--- config.mk ---
export PLATFORM = sky130hd
export DESIGN_NAME = solve_sequencer
export DESIGN_NICKNAME = d
export VERILOG_FILES = /design/src/rtl/solve_sequencer.sv
export SDC_FILE = /design/constraint.sdc
export NUM_CORES = 1
export LEC_CHECK = 0
export BUFFER_PORTS_ARGS = -buffer_cell sky130_fd_sc_hd__buf_2
export CAP_MARGIN = 10
export CORE_ASPECT_RATIO = 2
export CORE_MARGIN = 4
export CORE_UTILIZATION = 38
export DETAILED_ROUTE_END_ITERATION = 12
export SKIP_CTS_REPAIR_TIMING = 1
export SLEW_MARGIN = 20
export SYNTH_ARGS = -nofsm -noshare
export SYNTH_HDL_FRONTEND = slang
export SYNTH_SLANG_ARGS = --single-unit
--- constraint.sdc ---
create_clock -name clk -period 2.1 [get_ports clk]
set_input_delay 0.105 -clock clk [delete_from_list [all_inputs] [get_ports clk]]
set_output_delay 0.105 -clock clk [all_outputs]
set_load 0.01 [all_outputs]
--- src/rtl/solve_sequencer.sv ---
// rtl/solve_sequencer.sv - Jacobi solve sequencer: raster read addresses, delayed write addresses, done handshake
// Reads and writes ping-pong between two phi banks; a PIPE_LAT-deep delay line turns each read into its write.
module solve_sequencer #(
  parameter int NX       = 64,
  parameter int NY       = 64,
  parameter int NITER    = 16,
  parameter int PIPE_LAT = 4
) (
  input  logic                       clk,
  input  logic                       rst,
  input  logic                       start_solve,
  output logic                       solve_done,
  output logic                       busy,
  output logic                       rd_valid,
  output logic [$clog2(NX)-1:0]      rd_x,
  output logic [$clog2(NY)-1:0]      rd_y,
  output logic                       rd_bank,
  output logic                       wr_valid,
  output logic [$clog2(NX)-1:0]      wr_x,
  output logic [$clog2(NY)-1:0]      wr_y,
  output logic                       wr_bank,
  output logic                       wr_boundary,
  output logic [$clog2(NITER+1)-1:0] iter,
  output logic                       result_bank
);

  localparam int XW = $clog2(NX);
  localparam int YW = $clog2(NY);
  localparam int IW = $clog2(NITER + 1);
  localparam int CW = (PIPE_LAT > 1) ? $clog2(PIPE_LAT) : 1;
  localparam int DW = XW + YW + 3;

  localparam logic [XW-1:0] XMAX = XW'(NX - 1);
  localparam logic [YW-1:0] YMAX = YW'(NY - 1);
  localparam logic [IW-1:0] IMAX = IW'(NITER - 1);
  localparam logic [CW-1:0] CMAX = CW'(PIPE_LAT - 1);

  typedef enum logic [2:0] {
    S_IDLE,
    S_SWEEP,
    S_DRAIN,
    S_DONE,
    S_RELEASE
  } state_t;

  state_t        state_q, state_d;
  logic [XW-1:0] x_q, x_d;
  logic [YW-1:0] y_q, y_d;
  logic [IW-1:0] iter_q, iter_d;
  logic [CW-1:0] cnt_q, cnt_d;
  logic          bank_q, bank_d;

  always_ff @(posedge clk) begin
    if (rst) begin
      state_q <= S_IDLE;
      x_q     <= '0;
      y_q     <= '0;
      iter_q  <= '0;
      cnt_q   <= '0;
      bank_q  <= 1'b0;
    end else begin
      state_q <= state_d;
      x_q     <= x_d;
      y_q     <= y_d;
      iter_q  <= iter_d;
      cnt_q   <= cnt_d;
      bank_q  <= bank_d;
    end
  end

  always_comb begin
    state_d = state_q;
    x_d     = x_q;
    y_d     = y_q;
    iter_d  = iter_q;
    cnt_d   = cnt_q;
    bank_d  = bank_q;
    case (state_q)
      S_IDLE: begin
        x_d    = '0;
        y_d    = '0;
        iter_d = '0;
        cnt_d  = '0;
        bank_d = 1'b0;
        if (start_solve) state_d = S_SWEEP;
      end
      S_SWEEP: begin
        if (x_q == XMAX) begin
          x_d = '0;
          if (y_q == YMAX) begin
            y_d     = '0;
            cnt_d   = '0;
            state_d = S_DRAIN;
          end else begin
            y_d = y_q + 1'b1;
          end
        end else begin
          x_d = x_q + 1'b1;
        end
      end
      S_DRAIN: begin
        // Hold reads off until every write of this sweep has left the delay line.
        if (cnt_q == CMAX) begin
          if (iter_q != IMAX) begin
            iter_d  = iter_q + 1'b1;
            bank_d  = ~bank_q;
            state_d = S_SWEEP;
          end else begin
            state_d = S_DONE;
          end
        end else begin
          cnt_d = cnt_q + 1'b1;
        end
      end
      S_DONE: state_d = S_RELEASE;
      S_RELEASE: begin
        if (!start_solve) begin
          iter_d  = '0;
          state_d = S_IDLE;
        end
      end
      default: state_d = S_IDLE;
    endcase
  end

  logic          rd_boundary;
  logic [DW-1:0] dl_in;
  logic [DW-1:0] dl_q [PIPE_LAT];

  assign rd_boundary = (x_q == '0) | (x_q == XMAX) | (y_q == '0) | (y_q == YMAX);
  assign dl_in       = rd_valid ? {1'b1, x_q, y_q, ~bank_q, rd_boundary} : '0;

  always_ff @(posedge clk) begin
    if (rst) begin
      for (int i = 0; i < PIPE_LAT; i++) dl_q[i] <= '0;
    end else begin
      dl_q[0] <= dl_in;
      for (int i = 1; i < PIPE_LAT; i++) dl_q[i] <= dl_q[i-1];
    end
  end

  assign {wr_valid, wr_x, wr_y, wr_bank, wr_boundary} = dl_q[PIPE_LAT-1];

  assign rd_valid    = (state_q == S_SWEEP);
  assign solve_done  = (state_q == S_DONE);
  assign busy        = (state_q == S_SWEEP) | (state_q == S_DRAIN) | (state_q == S_DONE);
  assign rd_x        = x_q;
  assign rd_y        = y_q;
  assign rd_bank     = bank_q;
  assign iter        = iter_q;
  assign result_bank = 1'(NITER % 2);

endmodule

# Word-level counts from Yosys, hierarchy flattened
# Memories as Yosys holds them, arrays and structs flattened.
# Cells that the tools add are included.
classes:
  addsub: 4
  n_eq_ne: 15
  n_bitwise: 10
  n_mux: 31
  reduce_logical: 12
op_table:
  columns: ["op", "n"]
  rows:
  - ["$mux W15", 5]
  - ["$pmux W6 S2", 2]
  - ["$mux W6", 3]
  - ["$mux W3", 5]
  - ["$mux W5", 3]
  - ["$pmux W3 S5", 1]
  - ["$pmux W5 S3", 1]
  - ["$add A6 B1 Y6 const B", 2]
  - ["$eq A6 B6 Y1 const B", 2]
  - ["$logic_not A6 Y1", 2]
  - ["$ne A2 B2 Y1 const B", 5]
  - ["$or A1 B1 Y1", 9]
  - ["$mux W2", 4]
  - ["$reduce_and A4 Y1", 2]
  - ["$eq A3 B2 Y1 const B", 2]
  - ["$pmux W2 S3", 1]
  - ["$reduce_bool A3 Y1", 2]
  - ["$add A5 B1 Y5 const B", 1]
  - ["$mux W1", 5]
  - ["$ne A5 B4 Y1 const B", 1]
  - ["$reduce_and A5 Y1", 1]
  - ["$ne A2 B1 Y1 const B", 2]
  - ["$reduce_bool A2 Y1", 2]
  - ["$eq A3 B1 Y1 const B", 1]
  - ["8 further kinds", 8]
totals:
  ramBits: 60
  wordCells: 79
  mem_count: 1
  inputBits: 3
  ff_bits: 23
mem_list:
  columns: ["memory", "depth", "width", "rd", "rd_ports_with_merged_regs", "write_ports", "line_no", "rtl"]
  rows:
  - ["dl_q", 4, 15, 4, 0, 4, "128", "logic [DW-1:0] dl_q [PIPE_LAT];"]

# Longest topological paths before layout
# Gate-level depths: netlist of the first run.
depth:
  word_depth: 6
  mapped_depth: 7
  depth_no_buf: 7

# Least setup slack after synthesis of the first run
# No wires, ideal clock.
synth_path:
  path_kind: "reg-to-reg"
  from: "reg x_q[1], in the netlist rd_x[1]"
  to: "reg cnt_q[0]"
  synth_period_minus_slack_ns: 1.870
  path_slack_ns: 0.230
  t_arrival_ns: 1.736
  stages_incl_launch_ff: 6
  required_ns: 1.966
  setup_ns: 0.134
  cell_sequence: "dfxtp_1 -> ha_1 -> nand3_1 -> or4b_2 -> o21ai_1 -> a311oi_1"
synth_between:
  elab_chain_len: 3
synth_rtl:
  columns: ["element", "line_no", "rtl"]
  rows:
  - ["start, declared", "47", "logic [XW-1:0] x_q, x_d;"]
  - ["start signal, assigned", "56", "x_q <= '0;"]
  - ["start signal, assigned", "63", "x_q <= x_d;"]
  - ["$eq A6 B6 Y1", "88", "if (x_q == XMAX) begin"]
  - ["$ne A2 B1 Y1 (no line)", null, null]
  - ["$reduce_and A4 Y1 (no line)", null, null]
  - ["end signal, assigned", "66", "cnt_q <= cnt_d;"]
  - ["end, declared", "50", "logic [CW-1:0] cnt_q, cnt_d;"]
# Every way passes these cells.
# A chain may end at the register's enable or synchronous reset.

# Worst setup path in the final report of the first run
layout_path:
  from: "reg x_q[1], in the netlist rd_x[1]"
  to: "reg cnt_q[1]"
# The elaborated chain is that of the path after synthesis.

==> impl_metrics.csv, run 1 <==
group,metric,value,unit
synth,synthArstFlopShare,0,
floorplanning,die_y,132,um
synth,ys_ff_latch,83,
critical_path,worstPathRequired,2.30,ns
grt,grt_pass1_wl,9490,um
synth,syn_avg_cell_area,9.91,um^2
power_and_ir_drop,power_density,928,nW/um^2
detailed_routing,detail_route.vias_per_cell,5.09,
sta,finalSetupViolations,0,
floorplanning,die_area,9240,um^2
final_layout,antenna_cells,0,
clock_tree,cts_sinks,83,
synth,netlist_instances,295,
floorplanning,coreArea,7540,um^2
synth,synth.distinct_cells,45,
grt,grt_overflow_total,0,
synth,yosysTopAreaCell,"dfxtp_1",
final_layout,nets,354,
clock_tree,cts_tree,"done",
synth,synth.top_cell.area_share,0.568,
clock_tree,clkSlewWorstSetupHoldPaths,0.06,ns
detailed_routing,wl,5760,um
sta,rsz0062_at_grt,"no",
synth,synth-compound-area-share,0.0938,
clock_tree,clkLatencyLatePin,0.33,ns
critical_path,crit_type,"reg2reg",
grt,antenna_found_initial,0,
synth,syn-cell-area,2920,um^2
power_and_ir_drop,peakVddDrop,0.000408,V
synth,synth_edf_count,0,
synth,synth_commonest_cells,"dfxtp_1, nor2b_1, nor2_1, a21oi_1, inv_1",
clock_tree,root_buffer,"clkbuf_16",
final_layout,stdcell_area,3580,um^2
detailed_routing,wl_per_cell,13.0,um
synth,synthSimpleGateAreaFrac,0.254,
sta,hold_viol,0,
clock_tree,htree_levels,3,
synth,ys_seq_area_frac,0.568,
place,gp_congestion,0.815,
detailed_routing,vias,2249,
final_layout,syn_to_final_growth,22.5,%
sta,fin_skew,0.00386,ns
synth,yosysWarnings,0,
grt,grt_max_degree,38,
synth,synthXorXnorAreaFrac,0.00599,
flow_run,maxCapViolations,0,
clock_tree,numCtsBuffers,9,
synth,synth.area.top_cells,"dfxtp_1, nor2b_1, ha_1",
final_layout,layout-drive-gt1-share,0.207,
power_and_ir_drop,p_leak,1.53,nW
final_layout,post-route-util,0.474,
final_layout,final-instance-count-excl-fill,442,
critical_path,cp-end-kind,"flop",
critical_path,cp_slowest_stage_delay,0.71,ns
floorplanning,rows,45,
place,dpl.cell_count,427,
sta,hold_ws,0.0696,ns
detailed_routing,drc,0,
synth,synth_ff_type,"dfxtp_1",
detailed_routing,drtIter0Drc,117,
place,place_area,3270,um^2
synth,yosys.area_share.adder,0.0300,
detailed_routing,detail-route-antenna-nets,0,
floorplanning,num_io_pins,40,
synth,yosysMostFrequentCell,"dfxtp_1",
critical_path,slowest_stage,"or4b_2",
synth,syn_nets,305,
sta,setup_tns,0,ns
detailed_routing,first_pass_iters,4,
status,outcome,"completed",
floorplanning,chipWidth,70.0,um
sta,maxSlewViolCount,0,
critical_path,path_cells,"ha_1 > nand3_1 > or4b_2 > o21ai_1 > a211oi_1",
place,place_hpwl,4110,um
critical_path,cp_max_fo,5,
synth,synth_top_family_by_area,"simple AND/OR/NAND/NOR gates",
critical_path,critPathArrivalTime,2.11,ns
sta,fin_crit_sh,0.907,
synth,muxShareOfSynthArea,0.00685,
hold_path,worst_hold_path_type,"in2reg",
floorplanning,start_util,0.387,
critical_path,worst_setup_path_start_kind,"flop",
sta,max_freq,0.525,GHz
clock_tree,clockBufferDepth,2,
grt,grt_pass1_vias,2087,
sta,min_period,1.90,ns
place,port_buffers,38,
grt,grt_use_total,0.130,
sequential cells by signal, indices dropped and copies added, names as in the netlist:
name / flops
cnt_q: 2
dl_q: 60
iter: 5
rd_bank: 1
rd_x: 6
rd_y: 6
state_q: 3
area by class of cell:
| type | instances | area [um^2] |
|---|---|---|
| clock inverters | 5 | 78.8 |
| flip-flops and latches | 83 | 1660 |
| repair buffers | 53 | 303 |
| fillers | 727 | 3970 |
| multi-input cells | 185 | 1140 |
| inverters | 12 | 45.0 |
| well taps | 94 | 118 |
| clock buffers | 10 | 229 |
routing by layer:
metal  wire length, um  GRT usage  up-vias
met1              2160      0.128     1054
met4               218     0.0778        0
met3               240     0.0374       28
met2              3140      0.234       69
met5                 0          0        -
li1                  -          -     1098
worst max-delay path: cells and delay by family (launching register included):
kind,cells,cell delay (ns)
compound gates,2,0.30
flops,1,0.40
fa+ha+maj,1,0.24
simple gates,2,0.85
cell families after synthesis:
logic type               Yosys count
AND/OR/NAND/NOR                  131
flip-flops                        83
buffers and inverters             27
adder cells (fa/ha/maj)            7
multiplexers                       2
other                              1
AO/OA/AOI/OAI                     42
XOR/XNOR                           2
placed cells by master (no fill, tap or decap), drive strengths merged, types with 2 or more instances in the layout:
cell,count
o31ai,2
nand4b,3
nand4,3
nand3,10
nor2b,46
nor4,5
o32ai,3
inv,12
o21ba,2
ha,7
clkbuf,10
nand2,11
clkinv,3
mux2i,2
a21oi,15
buf,53
dfxtp,83
o211ai,2
nor2,18
nor3,9
or3,5
and2,3
a31oi,2
o21ai,7
or3b,2
nand2b,2
and3,10
bufinv,2
power by group:
group | total (mW) | leakage [nW] | internal (mW) | switching (mW)
sequential | 1.59 | 0.670 | 1.59 | 0.00334
clock | 1.61 | 0.152 | 1.03 | 0.580
combinational | 0.121 | 0.706 | 0.0410 | 0.0801
metrics by stage:
stage	setup WS (ns)	power, mW
6_report	0.195	3.32
5_1_grt	0.0438	3.45
4_1_cts	0.200	3.36
3_5_place_dp	0.201	1.75
3_3_place_gp	0.300	1.74
2_1_floorplan	0.230	1.71
path summary, 6_finish.rpt:
check	startpoint	end	slack (ns)	cells past startpoint
max reg2reg	rd_x[1]$_SDFFE_PP0P_	cnt_q[1]$_SDFFE_PP0P_	0.20	5
max	rd_x[1]$_SDFFE_PP0P_	cnt_q[1]$_SDFFE_PP0P_	0.20	5
min	start_solve	state_q[2]$_SDFFE_PP0P_	0.07	3
min reg2reg	dl_q[1][5]$_SDFF_PP0_	dl_q[2][5]$_SDFF_PP0_	0.43	1
(Power assumes the default switching activity.)
==> inputs of run 2 (changes only) <==
--- a/config.mk
+++ b/config.mk
@@ -9,7 +9,8 @@
 export CAP_MARGIN = 10
 export CORE_ASPECT_RATIO = 2
 export CORE_MARGIN = 4
-export CORE_UTILIZATION = 38
+export CORE_UTILIZATION = 30
+export CTS_CLUSTER_SIZE = 30
 export DETAILED_ROUTE_END_ITERATION = 12
 export SKIP_CTS_REPAIR_TIMING = 1
 export SLEW_MARGIN = 20
==> impl_metrics.csv, run 2 (synthesis gave the netlist of run 1 again) <==
group,metric,value,unit
status,outcome,"completed",
final_layout,largest_reg_flops,60,
grt,grt_use_total,0.110,
detailed_routing,wl_per_cell,12.3,um
critical_path,cp-end-kind,"flop",
place,place_hpwl,4340,um
critical_path,worstPathRequired,2.36,ns
critical_path,reg2reg_from,"iter[0]$_SDFFE_PP0P_",
critical_path,r2r_cells,7,
clock_tree,numCtsBuffers,9,
sta,rsz0062_at_grt,"no",
final_layout,syn_to_final_growth,24.7,%
hold_path,hp-start,"start_solve",
final_layout,antenna_cells,0,
sta,relSlewSlack,0.669,
floorplanning,rows,50,
critical_path,reg2reg_to,"iter[4]$_SDFFE_PP0P_",
place,gp_congestion,0.841,
detailed_routing,drtIter0Drc,105,
power_and_ir_drop,peakVddDrop,0.000451,V
detailed_routing,wl,5870,um
sta,fin_skew,0.00370,ns
final_layout,layout_common_cells,"dfxtp_1, nor2b_1, buf_2",
floorplanning,num_io_pins,40,
sta,max_freq,0.527,GHz
sta,tightestPinTransition,0.492,ns
critical_path,crit_type,"reg2reg",
sta,fin_crit_sh,0.904,
clock_tree,htree_levels,3,
final_layout,post-route-util,0.386,
sta,hold_viol,0,
floorplanning,die_y,148,um
hold_path,worstHoldPathCells,3,
place,place_ws,0.238,ns
floorplanning,die_area,11500,um^2
final_layout,regMostFlops,"dl_q",
clock_tree,clkSlewWorstSetupHoldPaths,0.06,ns
clock_tree,clkLatencyLatePin,0.33,ns
critical_path,worst_setup_path_start_kind,"flop",
place,port_buffers,38,
floorplanning,chipWidth,77.8,um
critical_path,worstSetupStartpoint,"iter[0]$_SDFFE_PP0P_",
floorplanning,start_util,0.309,
detailed_routing,detail_route.vias_per_cell,4.55,
detailed_routing,first_pass_iters,4,
power_and_ir_drop,power_density,938,nW/um^2
critical_path,r2r_slack,0.20,ns
final_layout,nets,353,
final_layout,final-instance-count-excl-fill,478,
sta,setup_tns,0,ns
grt,grt_overflow_total,0,
final_layout,final_common_cell,"dfxtp_1",
hold_path,worst_hold_path_type,"in2reg",
grt,antenna_found_initial,0,
hold_path,min_to,"state_q[2]$_SDFFE_PP0P_",
place,dpl.cell_count,462,
detailed_routing,drc,0,
sta,min_period,1.90,ns
final_layout,fill_cells,919,
grt,grt_pass1_vias,2076,
grt,grt_max_degree,39,
clock_tree,cts_tree,"done",
final_layout,layout-drive-gt1-share,0.210,
grt,grt_pass1_wl,9720,um
detailed_routing,vias,2174,
critical_path,cp_max_fo,5,
detailed_routing,detail-route-antenna-nets,0,
critical_path,critPathArrivalTime,2.16,ns
sta,setup_ws,0.202,ns
floorplanning,coreArea,9450,um^2
power_and_ir_drop,p_leak,1.53,nW
clock_tree,clockBufferDepth,2,
clock_tree,root_buffer,"clkbuf_16",
clock_tree,cts_sinks,83,
sta,maxSlewViolCount,0,
flow_run,maxCapViolations,0,
sta,finalSetupViolations,0,
[run 2: power breakdown]
| group | total (mW) | internal (mW) | switching, mW |
|---|---|---|---|
| logic | 0.123 | 0.0429 | 0.0803 |
| clock network | 1.71 | 1.09 | 0.620 |
| registers | 1.59 | 1.59 | 0.00342 |
[run 2: cell type report]
type,instances,area [um^2],area share
multi-input combinational,185,1140,0.314
timing repair buffer,52,295,0.0810
inverter,12,45.0,0.0124
clock inverter,6,96.3,0.0264
clock buffer,10,239,0.0656
sequential,83,1660,0.456
tap,130,163,0.0446
[run 2: worst max-delay path by stage]
stage	depth (start not counted)	end	slack, ns
floorplan	5	cnt_q[0]$_SDFFE_PP0P_	0.23
global placement	5	cnt_q[0]$_SDFFE_PP0P_	0.29
detailed placement	7	iter[4]$_SDFFE_PP0P_	0.24
CTS	7	iter[4]$_SDFFE_PP0P_	0.22
global route	7	iter[4]$_SDFFE_PP0P_	0.05
finish	7	iter[4]$_SDFFE_PP0P_	0.20
[run 2: layer usage]
layer / track usage / wire length (um) / vias up
met5: 0 / 0 / -
met4: 0.0802 / 275 / 0
met3: 0.0323 / 291 / 22
met2: 0.200 / 3260 / 59
met1: 0.0995 / 2040 / 993
li1: - / - / 1100
[run 2: per-stage QoR]
stage | area (um^2) | total power [mW] | hold WS (ns)
after floorplan | 2920 | 1.71 | 0.268
after global placement | 3310 | 1.75 | 0.416
after detailed placement | 3310 | 1.75 | 0.420
after CTS | 3640 | 3.46 | 0.0716
after global routing | 3640 | 3.55 | 0.118
final | 3640 | 3.42 | 0.0772
[run 2: critical path, cell delays in order (launching register included)]
cell and delay (ns):
dfxtp_1 0.34, ha_1 0.23, and3_1 0.19, ha_1 0.18, nor3b_1 0.26, o21bai_1 0.12, or3_1 0.36, a21oi_1 0.14
==> inputs of run 3 (changes only) <==
--- a/config.mk
+++ b/config.mk
@@ -12,6 +12,7 @@
 export CORE_UTILIZATION = 30
 export CTS_CLUSTER_SIZE = 30
 export DETAILED_ROUTE_END_ITERATION = 12
+export SETUP_SLACK_MARGIN = 0.5
 export SKIP_CTS_REPAIR_TIMING = 1
 export SLEW_MARGIN = 20
 export SYNTH_ARGS = -nofsm -noshare
==> impl_metrics.csv, run 3 (synthesis gave the netlist of run 1 again) <==
group,metric,value,unit
status,outcome,"completed",
clock_tree,htree_levels,3,
power_and_ir_drop,peakVddDrop,0.000440,V
sta,tightestPinTransition,0.707,ns
sta,maxSlewViolCount,0,
final_layout,nets,355,
hold_path,worst_hold_path_type,"in2reg",
critical_path,r2r_slack,0.35,ns
place,port_buffers,38,
critical_path,path_cells,"ha_4 > and3_4 > ha_4 > nor3b_4 > o21bai_4 > or3_4 > a21oi_2",
clock_tree,clkSlewWorstSetupHoldPaths,0.06,ns
detailed_routing,wl_per_cell,12.4,um
place,place_hpwl,4040,um
critical_path,slowest_stage,"or3_4",
critical_path,worst_setup_path_start_kind,"flop",
floorplanning,coreArea,9450,um^2
grt,antenna_found_initial,0,
grt,grt_pass1_wl,9420,um
sta,rsz0062_at_grt,"yes",
sta,min_period,1.75,ns
detailed_routing,detail-route-antenna-nets,0,
critical_path,reg2reg_to,"iter[4]$_SDFFE_PP0P_",
sta,max_freq,0.573,GHz
critical_path,cp_slowest_stage_delay,0.37,ns
critical_path,cp_max_fo,4,
sta,fin_crit_sh,0.831,
floorplanning,num_io_pins,40,
hold_path,min_to,"state_q[2]$_SDFFE_PP0P_",
flow_run,maxCapViolations,0,
floorplanning,chipWidth,77.8,um
hold_path,worstHoldPathCells,3,
detailed_routing,first_pass_iters,4,
clock_tree,cts_tree,"done",
detailed_routing,dr_wl_met3,298,um
critical_path,crit_type,"reg2reg",
final_layout,largest_reg_flops,60,
sta,hold_viol,0,
detailed_routing,wl_met1,2170,um
clock_tree,cts_sinks,83,
detailed_routing,drtIter0Drc,105,
detailed_routing,top_layer_used,"met4",
detailed_routing,wl,5960,um
critical_path,worstPathRequired,2.36,ns
critical_path,reg2reg_from,"iter[1]$_SDFFE_PP0P_",
detailed_routing,vias,2215,
clock_tree,root_buffer,"clkbuf_16",
final_layout,layout_common_cells,"dfxtp_1, nor2b_1, buf_2",
floorplanning,die_area,11500,um^2
detailed_routing,drc,0,
final_layout,final_common_cell,"dfxtp_1",
floorplanning,rows,50,
critical_path,critPathBufInv,0,
floorplanning,die_y,148,um
critical_path,critPathArrivalTime,2.00,ns
sta,setup_tns,0,ns
power_and_ir_drop,power_density,869,nW/um^2
place,gp_congestion,0.835,
detailed_routing,detail_route.vias_per_cell,4.61,
grt,grt_pass1_vias,2070,
clock_tree,clkLatencyLatePin,0.33,ns
critical_path,cp-end-kind,"flop",
critical_path,crit_family,"simple AND/OR/NAND/NOR gates",
grt,grt_use_total,0.105,
final_layout,antenna_cells,0,
grt,grt_max_degree,42,
sta,finalSetupViolations,0,
hold_path,hp-start,"start_solve",
critical_path,cp_common_cell,"ha_4",
power_and_ir_drop,p_leak,1.54,nW
grt,grt_overflow_total,0,
final_layout,syn_to_final_growth,30.6,%
sta,relSlewSlack,0.528,
critical_path,r2r_cells,7,
place,place_ws,0.299,ns
detailed_routing,wl_met2,3180,um
sta,fin_skew,0.00285,ns
final_layout,regMostFlops,"dl_q",
final_layout,layout-drive-gt1-share,0.300,
floorplanning,start_util,0.309,
clock_tree,numCtsBuffers,9,
sta,setup_ws,0.354,ns
clock_tree,clockBufferDepth,2,
==> run 3: cell count changes in the layout (fill, tap and decap cells not counted), moves of 4 or more <==
| cell | before | now |
|---|---|---|
| dfxtp_1 | 83 | 71 |
| ha_1 | 7 | 3 |
| dfxtp_2 | 0 | 6 |
| ha_4 | 0 | 4 |
| dfxtp_4 | 0 | 6 |
==> run 3: worst min-delay path: cells and delay by family <==
family | cells | cell delay, ns
buf+inv | 1 | 0.11
compound gates | 1 | 0.08
simple gates | 1 | 0.07
==> run 3: how the worst max path moves through the flow <==
stage                                      end  cells after the start  slack [ns]                     from
final                     iter[4]$_SDFFE_PP0P_                      7        0.35     iter[1]$_SDFFE_PP0P_
after global routing      iter[4]$_SDFFE_PP0P_                      7        0.31     iter[0]$_SDFFE_PP0P_
after CTS                             rd_valid                      4        0.13  state_q[1]$_SDFFE_PP0P_
after detailed placement  iter[4]$_SDFFE_PP0P_                      7        0.30     iter[1]$_SDFFE_PP0P_
after global placement    iter[4]$_SDFFE_PP0P_                      7        0.34     iter[1]$_SDFFE_PP0P_
after floorplan           iter[4]$_SDFFE_PP0P_                      7        0.39     iter[1]$_SDFFE_PP0P_
==> run 3: layer usage <==
layer  vias up  global-route usage
li1       1107                   -
met4         0              0.0811
met5         -                   0
met3        21              0.0341
met1      1020               0.103
met2        67               0.177
==> run 3: stage by stage <==
stage | instances | cell area (um^2) | total power [mW] | utilization | hold slack [ns]
2_1_floorplan | 295 | 2990 | 1.70 | - | 0.268
3_3_place_gp | 454 | 3310 | 1.74 | 0.351 | 0.408
3_5_place_dp | 454 | 3310 | 1.74 | 0.351 | 0.420
4_1_cts | 470 | 3620 | 3.34 | 0.384 | 0.0724
5_1_grt | 480 | 3820 | 3.46 | 0.404 | 0.0878
6_report | 480 | 3820 | 3.32 | 0.404 | 0.0801
==> run 3: final cells by class <==
type / instances / area, um^2
fill: 914 / 5630
clock buffer: 11 / 254
clock inverter: 5 / 58.8
inverter: 12 / 47.5
tap: 130 / 163
sequential: 83 / 1690
multi-input combinational: 185 / 1290
timing repair buffer: 54 / 314
==> run 3: report_power, final <==
part	switching [mW]	leakage [nW]	internal, mW
clock network	0.601	0.147	0.995
registers	0.00409	0.677	1.58
logic	0.0848	0.714	0.0546
total	0.690	1.54	2.63
